<file path="config.mk">
export PLATFORM = sky130hd
export DESIGN_NAME = adc_spi_reader
export DESIGN_NICKNAME = d
export VERILOG_FILES = /design/src/rtl/adc_spi_reader.sv
export SDC_FILE = /design/constraint.sdc
export NUM_CORES = 1
export LEC_CHECK = 0
export ABC_CLOCK_PERIOD_IN_PS = 3100
export CORE_ASPECT_RATIO = 1.5
export CORE_MARGIN = 2
export CORE_UTILIZATION = 53
export CTS_BUF_LIST = sky130_fd_sc_hd__clkbuf_16
export CTS_CLUSTER_DIAMETER = 100
export DETAILED_ROUTE_END_ITERATION = 7
export GPL_TIMING_DRIVEN = 0
export PLACE_DENSITY = 0.88
export SYNTH_ARGS = -nofsm -noshare
export SYNTH_HDL_FRONTEND = slang
export SYNTH_SLANG_ARGS = --single-unit
</file>
<file path="constraint.sdc">
create_clock -name clk -period 3.1 [get_ports clk]
set_clock_uncertainty 0.1 [all_clocks]
set_input_delay 0.775 -clock clk [delete_from_list [all_inputs] [get_ports clk]]
set_output_delay 0.775 -clock clk [all_outputs]
set_load 0.01 [all_outputs]
</file>
<file path="src/rtl/adc_spi_reader.sv">
// adc_spi_reader: SPI master that reads one DATA_W-bit ADC sample per start request.
// Define ADC_READER_OVERRUN_EN to keep the unconsumed sample and raise sticky overrun on sample loss.
module adc_spi_reader #(
  parameter int DATA_W  = 12,
  parameter int CLK_DIV = 4
) (
  input  logic              clk,
  input  logic              reset_n,
  input  logic              start,
  input  logic              sdo,
  output logic              cs_n,
  output logic              sclk,
  output logic              busy,
  output logic [DATA_W-1:0] data,
  output logic              valid,
  input  logic              ready,
  output logic              overrun
);
  localparam int DIV_W = (CLK_DIV > 1) ? $clog2(CLK_DIV) : 1;
  localparam int CNT_W = $clog2(2 * DATA_W + 1);
  localparam logic [1:0] IDLE  = 2'd0;
  localparam logic [1:0] SETUP = 2'd1;
  localparam logic [1:0] SHIFT = 2'd2;
  logic [1:0]        state_q, state_d;
  logic [DIV_W-1:0]  div_q, div_d;
  logic [CNT_W-1:0]  cnt_q, cnt_d;
  logic [DATA_W-1:0] shift_q, shift_d;
  logic [DATA_W-1:0] data_q, data_d;
  logic              sclk_q, sclk_d;
  logic              cs_n_q, cs_n_d;
  logic              busy_q, busy_d;
  logic              valid_q, valid_d;
  logic              overrun_q, overrun_d;
  logic              tick;
  logic              deliver;
  assign tick = div_q == DIV_W'(CLK_DIV - 1);
  always_comb begin
    state_d   = state_q;
    div_d     = div_q;
    cnt_d     = cnt_q;
    shift_d   = shift_q;
    sclk_d    = sclk_q;
    cs_n_d    = cs_n_q;
    busy_d    = busy_q;
    data_d    = data_q;
    valid_d   = valid_q && !ready;
    overrun_d = overrun_q;
    deliver   = 1'b0;
    case (state_q)
      IDLE: if (start) begin
        state_d = SETUP;
        cs_n_d  = 1'b0;
        busy_d  = 1'b1;
        div_d   = '0;
        cnt_d   = '0;
        shift_d = '0;
      end
      SETUP: begin
        div_d = tick ? '0 : div_q + DIV_W'(1);
        if (tick) begin
          state_d = SHIFT;
          sclk_d  = 1'b1;
          cnt_d   = CNT_W'(1);
          shift_d = DATA_W'({shift_q, sdo});
        end
      end
      SHIFT: begin
        div_d = tick ? '0 : div_q + DIV_W'(1);
        if (tick) begin
          sclk_d  = !sclk_q;
          cnt_d   = cnt_q + CNT_W'(1);
          shift_d = sclk_q ? shift_q : DATA_W'({shift_q, sdo});
          // cnt_q counts sclk toggles already made; this one is the final fall
          if (cnt_q == CNT_W'(2 * DATA_W - 1)) begin
            state_d = IDLE;
            cs_n_d  = 1'b1;
            busy_d  = 1'b0;
            deliver = 1'b1;
          end
        end
      end
      default: state_d = IDLE;
    endcase
    if (deliver) begin
      valid_d = 1'b1;
`ifdef ADC_READER_OVERRUN_EN
      if (valid_q && !ready) overrun_d = 1'b1;
      else data_d = shift_q;
`else
      data_d = shift_q;
`endif
    end
  end
  always_ff @(posedge clk) begin
    if (!reset_n) begin
      state_q   <= IDLE;
      div_q     <= '0;
      cnt_q     <= '0;
      shift_q   <= '0;
      data_q    <= '0;
      sclk_q    <= 1'b0;
      cs_n_q    <= 1'b1;
      busy_q    <= 1'b0;
      valid_q   <= 1'b0;
      overrun_q <= 1'b0;
    end else begin
      state_q   <= state_d;
      div_q     <= div_d;
      cnt_q     <= cnt_d;
      shift_q   <= shift_d;
      data_q    <= data_d;
      sclk_q    <= sclk_d;
      cs_n_q    <= cs_n_d;
      busy_q    <= busy_d;
      valid_q   <= valid_d;
      overrun_q <= overrun_d;
    end
  end
  assign cs_n    = cs_n_q;
  assign sclk    = sclk_q;
  assign busy    = busy_q;
  assign data    = data_q;
  assign valid   = valid_q;
  assign overrun = overrun_q;
endmodule

</file>
---- Yosys cells after proc, flatten, opt, wreduce, memory -nomap -nowiden ----
Index checks and enable logic that the tools add are counted.
storage, ports and cells
  bits in registers ....................... 37
  input bits .............................. 5
  output and inout bits ................... 17
  logic and storage cells ................. 67
cells by class
  $add $sub $neg .......................... 2
  eq/ne operators ......................... 9
  multiplexer cells ....................... 32
  reduce and logical (&&, ||, !) cells .... 15
operator list
  cell                   count
  $mux W12               4
  $pmux W12 S3           1
  $mux W5                3
  $pmux W5 S3            1
  $mux W1                12
  $mux W2                6
  $reduce_and A4 Y1      3
  $ne A2 B2 Y1 const B   5
  $pmux W1 S2            3
  $pmux W2 S3            1
  $reduce_bool A2 Y1     3
  $add A5 B1 Y5 const B  1
  $eq A5 B5 Y1 const B   1
  $reduce_and A5 Y1      1
  $eq A2 B2 Y1 const B   2
  $pmux W2 S2            1
  $reduce_and A3 Y1      1
  $reduce_bool A3 Y1     1
  $add A2 B1 Y2 const B  1
  $eq A2 B1 Y1 const B   1
  $logic_not A1 Y1       2
  $logic_not A2 Y1       1
  $reduce_and A2 Y1      1
  $reduce_or A2 Y1       1
  $logic_and A1 B1 Y1    1

---- Logic depth before layout (Yosys ltp) ----
Gate-level depths: netlist (run 1).
  depth in word-level cells ............... 5
  mapped depth ............................ 8

---- Worst setup path before layout (run 1) ----
OpenSTA, ideal clock, no wires.
  path type ............................... register to register
  from .................................... register state_q[0]
  to ...................................... register cnt_q[3]
  setup time .............................. 0.075 ns
  arrival time ............................ 2.024 ns
  slack ................................... 0.901 ns
  cell stages (with the launch flop) ...... 8
  buffers on the path ..................... 1
  clock period less this slack ............ 2.199 ns
  cell sequence ........................... dfxtp_1 -> inv_1 -> ha_1 -> o21ba_4 -> or3_1 -> clkbuf_2 -> or4_1 -> o22ai_1
on the way
  cells in the longest elaborated chain, start to end .. 3
  elaborated cells on any way between the ends .. 9
  classes of those cells .................. 5 x eq/ne; 1 x mux; 3 x reduce/logical
RTL lines
  element                                                                     line  RTL
  start: declaration                                                          24    logic [1:0] state_q, state_d;
  start signal: assignment                                                    107   state_q <= state_d;
  $eq A2 B1 Y1, or another cell as far along                                  49    case (state_q)
  $ne A2 B2 Y1 (no source line) / $reduce_bool A3 Y1 (equally long branches)  n/a
  $reduce_and A4 Y1 (no source line)                                          n/a
  end signal: assignment                                                      109   cnt_q <= cnt_d;
  end: declaration                                                            26    logic [CNT_W-1:0] cnt_q, cnt_d;
Several ways; a longest one is shown, not always the timed one.
A chain may end at the register's enable or synchronous reset.

---- Final worst setup path (run 1) ----
  from .................................... input start
  to ...................................... register cnt_q[3]
on the way
  cells in the longest elaborated chain, start to end .. 2
RTL lines
  element                             line  RTL
  start: declaration                  9     input logic start,
  $ne A2 B2 Y1 (no source line)       n/a
  $reduce_and A4 Y1 (no source line)  n/a
No other way between the ends.

==> results.py, run 1 <==
metrics = {
    "finish": {
        "antennaDiodeCount": 0,
        "final_common_cell": "dfxtp_1",
        "nNetsFinal": 223,
        "final_cell_mix": "37 x dfxtp_1, 29 x nand3_1, 20 x clkdlybuf4s50_1",
        "finalInstanceArea_um2": 2020,
        "utilization_pct": 69.3,
        "drive_above_1_share_pct": 5.21,
        "area_growth_pct": 23.6,
    },
    "route": {
        "drc": 0,
        "drt_iter0_markers": 57,
        "avgViaCountPerCell": 5.68,
        "wl_per_cell_um": 14.5,
        "drt_wl_total_um": 3630,
        "detail-route-antenna-nets": 0,
        "vias": 1421,
        "first_pass_iters": 4,
    },
    "yosys": {
        "syn_area_um2": 1630,
        "yosys.cell_types.count": 36,
        "synth_compound_area_share_pct": 13.9,
        "synth_top_family_by_area": "simple AND/OR/NAND/NOR gates",
        "synth_seq_cells": 37,
        "synth_warnings": 0,
        "synth-xor-area-share_pct": 0,
        "syn_nets": 196,
        "syn_inst": 183,
        "seq_area_frac_synth_pct": 45.4,
        "muxShareOfSynthArea_pct": 9.20,
        "synth-simple-area-share_pct": 20.5,
        "yosys.area_share.adder_pct": 6.13,
        "syn_avg_cell_area_um2": 8.92,
    },
    "critical_path": {
        "crit_required_ns": 3.21,
        "startpoint_type": "input port",
        "worstPathArrival_ns": 2.66,
        "path_max_fanout": 8,
        "path_class": "in2reg",
        "crit_path_end_kind": "flop",
    },
    "floorplan": {
        "fp-row-count": 24,
        "die_h_um": 72.0,
        "core_area_um2": 2910,
        "die-area_um2": 3550,
        "start_util_pct": 56.1,
        "die_w_um": 49.3,
        "ioPinCount": 22,
    },
    "timing": {
        "min_period_ns": 2.55,
        "fmax_mhz": 392,
        "fin_crit_sh_pct": 82.4,
        "hold-worst-slack_ns": 0.376,
        "tightest_slew_ns": 0.678,
        "fin_setup_tns_ns": 0,
        "rsz0062_at_grt": "no",
        "hold_violations": 0,
        "setup_viol": 0,
        "maxSlewHeadroom_pct": 53.7,
        "final_max_slew_viol_count": 0,
    },
    "pwr": {
        "leakage_nw": 0.724,
        "power_mw": 1.55,
        "power_density_nw_per_um2": 770,
        "peakVddDrop_mv": 0.621,
    },
    "placed_design": {
        "dpl.hpwl_um": 2440,
        "placed_area_um2": 1880,
        "gp_congestion": 0.871,
        "port_buffers": 20,
    },
    "run_status": {
        "status": "finished clean",
    },
    "cts": {
        "cts_sinks": 37,
        "insertion_delay_ns": 0.28,
        "cts_hold_buf": 0,
        "cts-resized-gates": 0,
        "cts_tree": "done",
        "root_buffer": "clkbuf_16",
        "cts.clk_slew.worst_paths_ns": 0.05,
        "cts.htree.levels": 2,
        "clockBufferDepth": 2,
        "post_cts_buffers": 0,
        "cts_buffers": 5,
    },
    "global_routing": {
        "antenna_found_initial": 0,
        "grt_overflow": 0,
        "grt_pass1_vias": 1395,
        "grt_pass1_wl_um": 6020,
        "grt_usage_pct": 22.2,
        "grt_max_degree": 11,
    },
    "hold_path": {
        "min_path_type": "reg2reg",
    },
    "run": {
        "drv_cap": 0,
    },
}
==> Yosys cell counts <==
cell	n	share of area, %
nand2b_1	1	0.38
a32oi_1	1	0.54
nor2_1	19	4.4
buf_2	2	0.61
nand3b_1	2	0.92
buf_4	1	0.46
nor2b_1	3	1.1
a2111oi_0	1	0.54
and2b_1	1	0.46
nand4_1	1	0.38
mux2i_1	15	9.2
nor3_1	2	0.61
clkbuf_2	1	0.31
clkbuf_1	9	2.1
buf_1	1	0.23
o21a_1	1	0.46
nand3_1	29	8.9
o21ai_0	14	4.3
a211oi_1	2	0.92
conb_1	1	0.23
o41ai_1	2	1.1
o31ai_1	1	0.46
o22ai_1	1	0.38
a2111o_1	1	0.69
a21oi_1	6	1.8
inv_1	4	0.92
o211ai_1	3	1.4
nand4b_1	1	0.54
or3_1	1	0.38
or2_2	1	0.38
dfxtp_1	37	45
ha_1	8	6.1
or4_1	1	0.46
a31oi_1	1	0.38
o21ba_4	1	1.0
nand2_1	7	1.6
==> cell families after synthesis <==
family                     after synthesis
buffers and inverters                   18
other                                    1
muxes                                   15
AOI/OAI and AO/OA                       35
adders and majority gates                8
and+or+nand+nor                         69
DFF                                     37
==> per-stage QoR <==
stage               cells  setup slack, ns
global placement      242            0.280
floorplan             183            0.901
finish                250            0.547
detailed placement    242            0.263
global route          250            0.461
CTS                   250            0.545
==> area by class of cell <==
| type | instances | area, um2 |
|---|---|---|
| inverter | 4 | 15.0 |
| clock buffer | 5 | 125 |
| clock inverter | 3 | 11.3 |
| fill | 247 | 895 |
| multi-input combinational | 128 | 817 |
| sequential | 37 | 741 |
| buffer | 14 | 60.1 |
| tap | 39 | 48.8 |
| timing repair buffer | 20 | 200 |
==> flip-flops by register name, summed over array words and instances, names as in the netlist <==
name,cells
busy,1
data,12
cs_n,1
div_q,2
cnt_q,5
valid,1
sclk,1
state_q,2
shift_q,12
==> worst max-delay path, cell delays in order <==
cell	delay, ns
clkdlybuf4s50_1	0.54
nor2b_1	0.07
buf_2	0.16
or3_1	0.32
clkbuf_2	0.16
or4_1	0.50
o22ai_1	0.14
==> metal layers <==
layer,global-route usage (%),up-vias,share of wire [%]
met5,0,-,0
met4,11.7,0,1.8
met3,5.56,6,4.0
met2,40.2,37,55
met1,23.3,679,40
li1,-,699,-
==> final timing paths <==
kind / startpoint / endpoint / slack, ns / cells after the start
max reg2reg: state_q[0]$_SDFFE_PN0P_ / cnt_q[3]$_SDFFE_PN0P_ / 0.69 / 8
min reg2reg: cs_n$_SDFFE_PN1P_ / cs_n$_SDFFE_PN1P_ / 0.38 / 2
min: cs_n$_SDFFE_PN1P_ / cs_n$_SDFFE_PN1P_ / 0.38 / 2
max: start / cnt_q[3]$_SDFFE_PN0P_ / 0.55 / 7
==> where the power goes <==
part	internal, mW	leakage (nW)	switching (mW)
Clock	0.289	0.0776	0.181
Sequential	0.518	0.299	0.0364
Combinational	0.197	0.347	0.332
(Power assumes the default switching activity.)
==> run 2, diff against run 1 <==
ABC_CLOCK_PERIOD_IN_PS = 2400   (was 3100)
clock period = 2.4 ns   (was 3.1 ns; I/O delays follow)
==> run 2 against run 1 <==
Non-clock buffer count unchanged. Sequential cell count unchanged. Global-route usage unchanged. Core utilization increased by 0.34 points. Critical path depth up 1. Via count unchanged. First-iteration DRC count fell by 3.5%. Combinational power rose by 30%. Clock-buffer cell count unchanged. Hold slack improved by 0.00075 ns. Highest routed layer unchanged.
==> results.py, run 2 (synthesized netlist as in run 1, its figures left out) <==
metrics = {
    "global_routing": {
        "grt_overflow": 0,
        "grt_max_degree": 11,
        "grtUsageMet1_pct": 23.3,
        "busiest_layer": "met2",
        "use_met3_pct": 5.56,
        "grtUsageMet2_pct": 40.2,
        "grt_usage_pct": 22.2,
        "grt_pass1_wl_um": 6020,
        "grt_pass1_vias": 1395,
        "antenna_found_initial": 0,
    },
    "pwr": {
        "power_density_nw_per_um2": 993,
        "p_comb_share_pct": 34.2,
        "p_clk_share_pct": 30.2,
        "peakVddDrop_mv": 0.805,
        "swShare_pct": 35.1,
        "internal_power_mw": 1.31,
        "switchingPower_mw": 0.708,
        "leakage_nw": 0.731,
        "seqPwrFrac_pct": 35.7,
    },
    "placed_design": {
        "placedCellCount": 242,
        "gp_congestion": 0.871,
        "port_buffers": 20,
        "preCtsSetupSlack_ns": -0.262,
        "dpl.hpwl_um": 2440,
    },
    "cts": {
        "insertion_delay_ns": 0.28,
        "cts.htree.levels": 2,
        "cts.clk_slew.worst_paths_ns": 0.05,
        "cts_sinks": 37,
        "root_buffer": "clkbuf_16",
        "cts_buffers": 5,
        "cts_hold_buf": 0,
        "cts_tree": "done",
        "post_cts_buffers": 0,
        "clockBufferDepth": 2,
    },
    "timing": {
        "tightest_slew_ns": 0.675,
        "min_period_ns": 2.27,
        "maxSlewHeadroom_pct": 53.8,
        "rsz0062_at_grt": "yes",
        "setup_viol": 0,
        "fmax_mhz": 440,
        "final_max_slew_viol_count": 0,
        "hold-worst-slack_ns": 0.376,
        "setup_ws_ns": 0.129,
        "fin_crit_sh_pct": 94.6,
        "hold_violations": 0,
        "fin_setup_tns_ns": 0,
    },
    "route": {
        "drt_iter0_markers": 55,
        "wl_per_cell_um": 14.5,
        "first_pass_iters": 4,
        "drt_wl_total_um": 3620,
        "drc": 0,
        "detail-route-antenna-nets": 0,
        "vias": 1421,
        "avgViaCountPerCell": 5.68,
    },
    "critical_path": {
        "worstPathArrival_ns": 2.38,
        "path_max_fanout": 8,
        "crit_chain": "inv_1 > ha_2 > nor2b_1 > buf_2 > or3_1 > clkbuf_2 > or4_1 > o22ai_1",
        "crit_start": "state_q[0]$_SDFFE_PN0P_",
        "path_class": "reg2reg",
        "startpoint_type": "flop",
        "crit_path_end_kind": "flop",
        "cpPeakStageDelay_ns": 0.50,
        "worst_path_max_delay_cell": "or4_1",
        "r2r-start": "state_q[0]$_SDFFE_PN0P_",
        "crit_required_ns": 2.51,
    },
    "floorplan": {
        "start_util_pct": 56.1,
        "fp-row-count": 24,
        "die_w_um": 49.3,
        "die-area_um2": 3550,
        "core_area_um2": 2910,
        "ioPinCount": 22,
        "die_h_um": 72.0,
    },
    "finish": {
        "drive_above_1_share_pct": 7.11,
        "nNetsFinal": 223,
        "final_cell_mix": "35 x dfxtp_1, 29 x nand3_1, 19 x nor2_1, 19 x clkdlybuf4s50_1, 15 x mux2i_1",
        "final_common_cell": "dfxtp_1",
        "instances_no_fill": 250,
        "fillers": 243,
        "antennaDiodeCount": 0,
        "area_growth_pct": 24.2,
    },
    "hold_path": {
        "worstHoldStart": "cs_n$_SDFFE_PN1P_",
        "min_path_type": "reg2reg",
    },
    "run_status": {
        "status": "finished clean",
    },
    "run": {
        "drv_cap": 0,
    },
}
-- run 2: worst max-delay path: cells and delay by family (launching register included) --
kind	cells	cell delay, ns
buffers and inverters	3	0.41
adder cells (fa/ha/maj)	1	0.23
AO/OA/AOI/OAI	1	0.14
flip-flops	1	0.36
AND/OR/NAND/NOR	3	0.95
-- run 2: routing by layer --
| layer | part of all wire, % | wire length (um) |
|---|---|---|
| met1 | 38 | 1390 |
| met2 | 55 | 1990 |
| met3 | 4.7 | 171 |
| met4 | 1.8 | 65 |
| met5 | 0 | 0 |
-- run 2: power by group through the flow --
stage / combinational [mW] / sequential, mW / clock, mW
2_1_floorplan: 0.473 / 0.730 / 0
3_3_place_gp: 0.650 / 0.725 / 0
3_5_place_dp: 0.665 / 0.728 / 0
4_1_cts: 0.686 / 0.715 / 0.614
5_1_grt: 0.754 / 0.726 / 0.640
6_report: 0.688 / 0.718 / 0.608
-- run 2: cell type report --
class	instances	area [um2]	area share (%)
Buffer	14	60.1	2.96
Clock buffer	5	125	6.17
Clock inverter	3	11.3	0.555
Inverter	4	15.0	0.740
Multi-Input combinational cell	128	822	40.5
Sequential cell	37	743	36.6
Tap cell	39	48.8	2.41
Timing Repair Buffer	20	203	9.99
-- run 2: repair_timing --
item / 4_1_cts / 5_1_grt
resized for setup: 1 / 4
pin swaps: 0 / 0
setup endpoints to repair: 1 / 2
-- run 2: path summary, 6_finish.rpt --
kind / to / depth (start not counted) / slack [ns]
max: cnt_q[3]$_SDFFE_PN0P_ / 8 / 0.13
max reg2reg: cnt_q[3]$_SDFFE_PN0P_ / 8 / 0.13
min: cs_n$_SDFFE_PN1P_ / 2 / 0.38
min reg2reg: cs_n$_SDFFE_PN1P_ / 2 / 0.38
-- run 2: per-stage QoR --
step / cell area (um2) / util, % / power [mW]
final: 2030 / 69.6 / 2.01
after global routing: 2030 / 69.6 / 2.12
after global placement: 1880 / 64.6 / 1.38
after detailed placement: 1880 / 64.6 / 1.39
after CTS: 2020 / 69.4 / 2.02
after floorplan: 1630 / - / 1.20
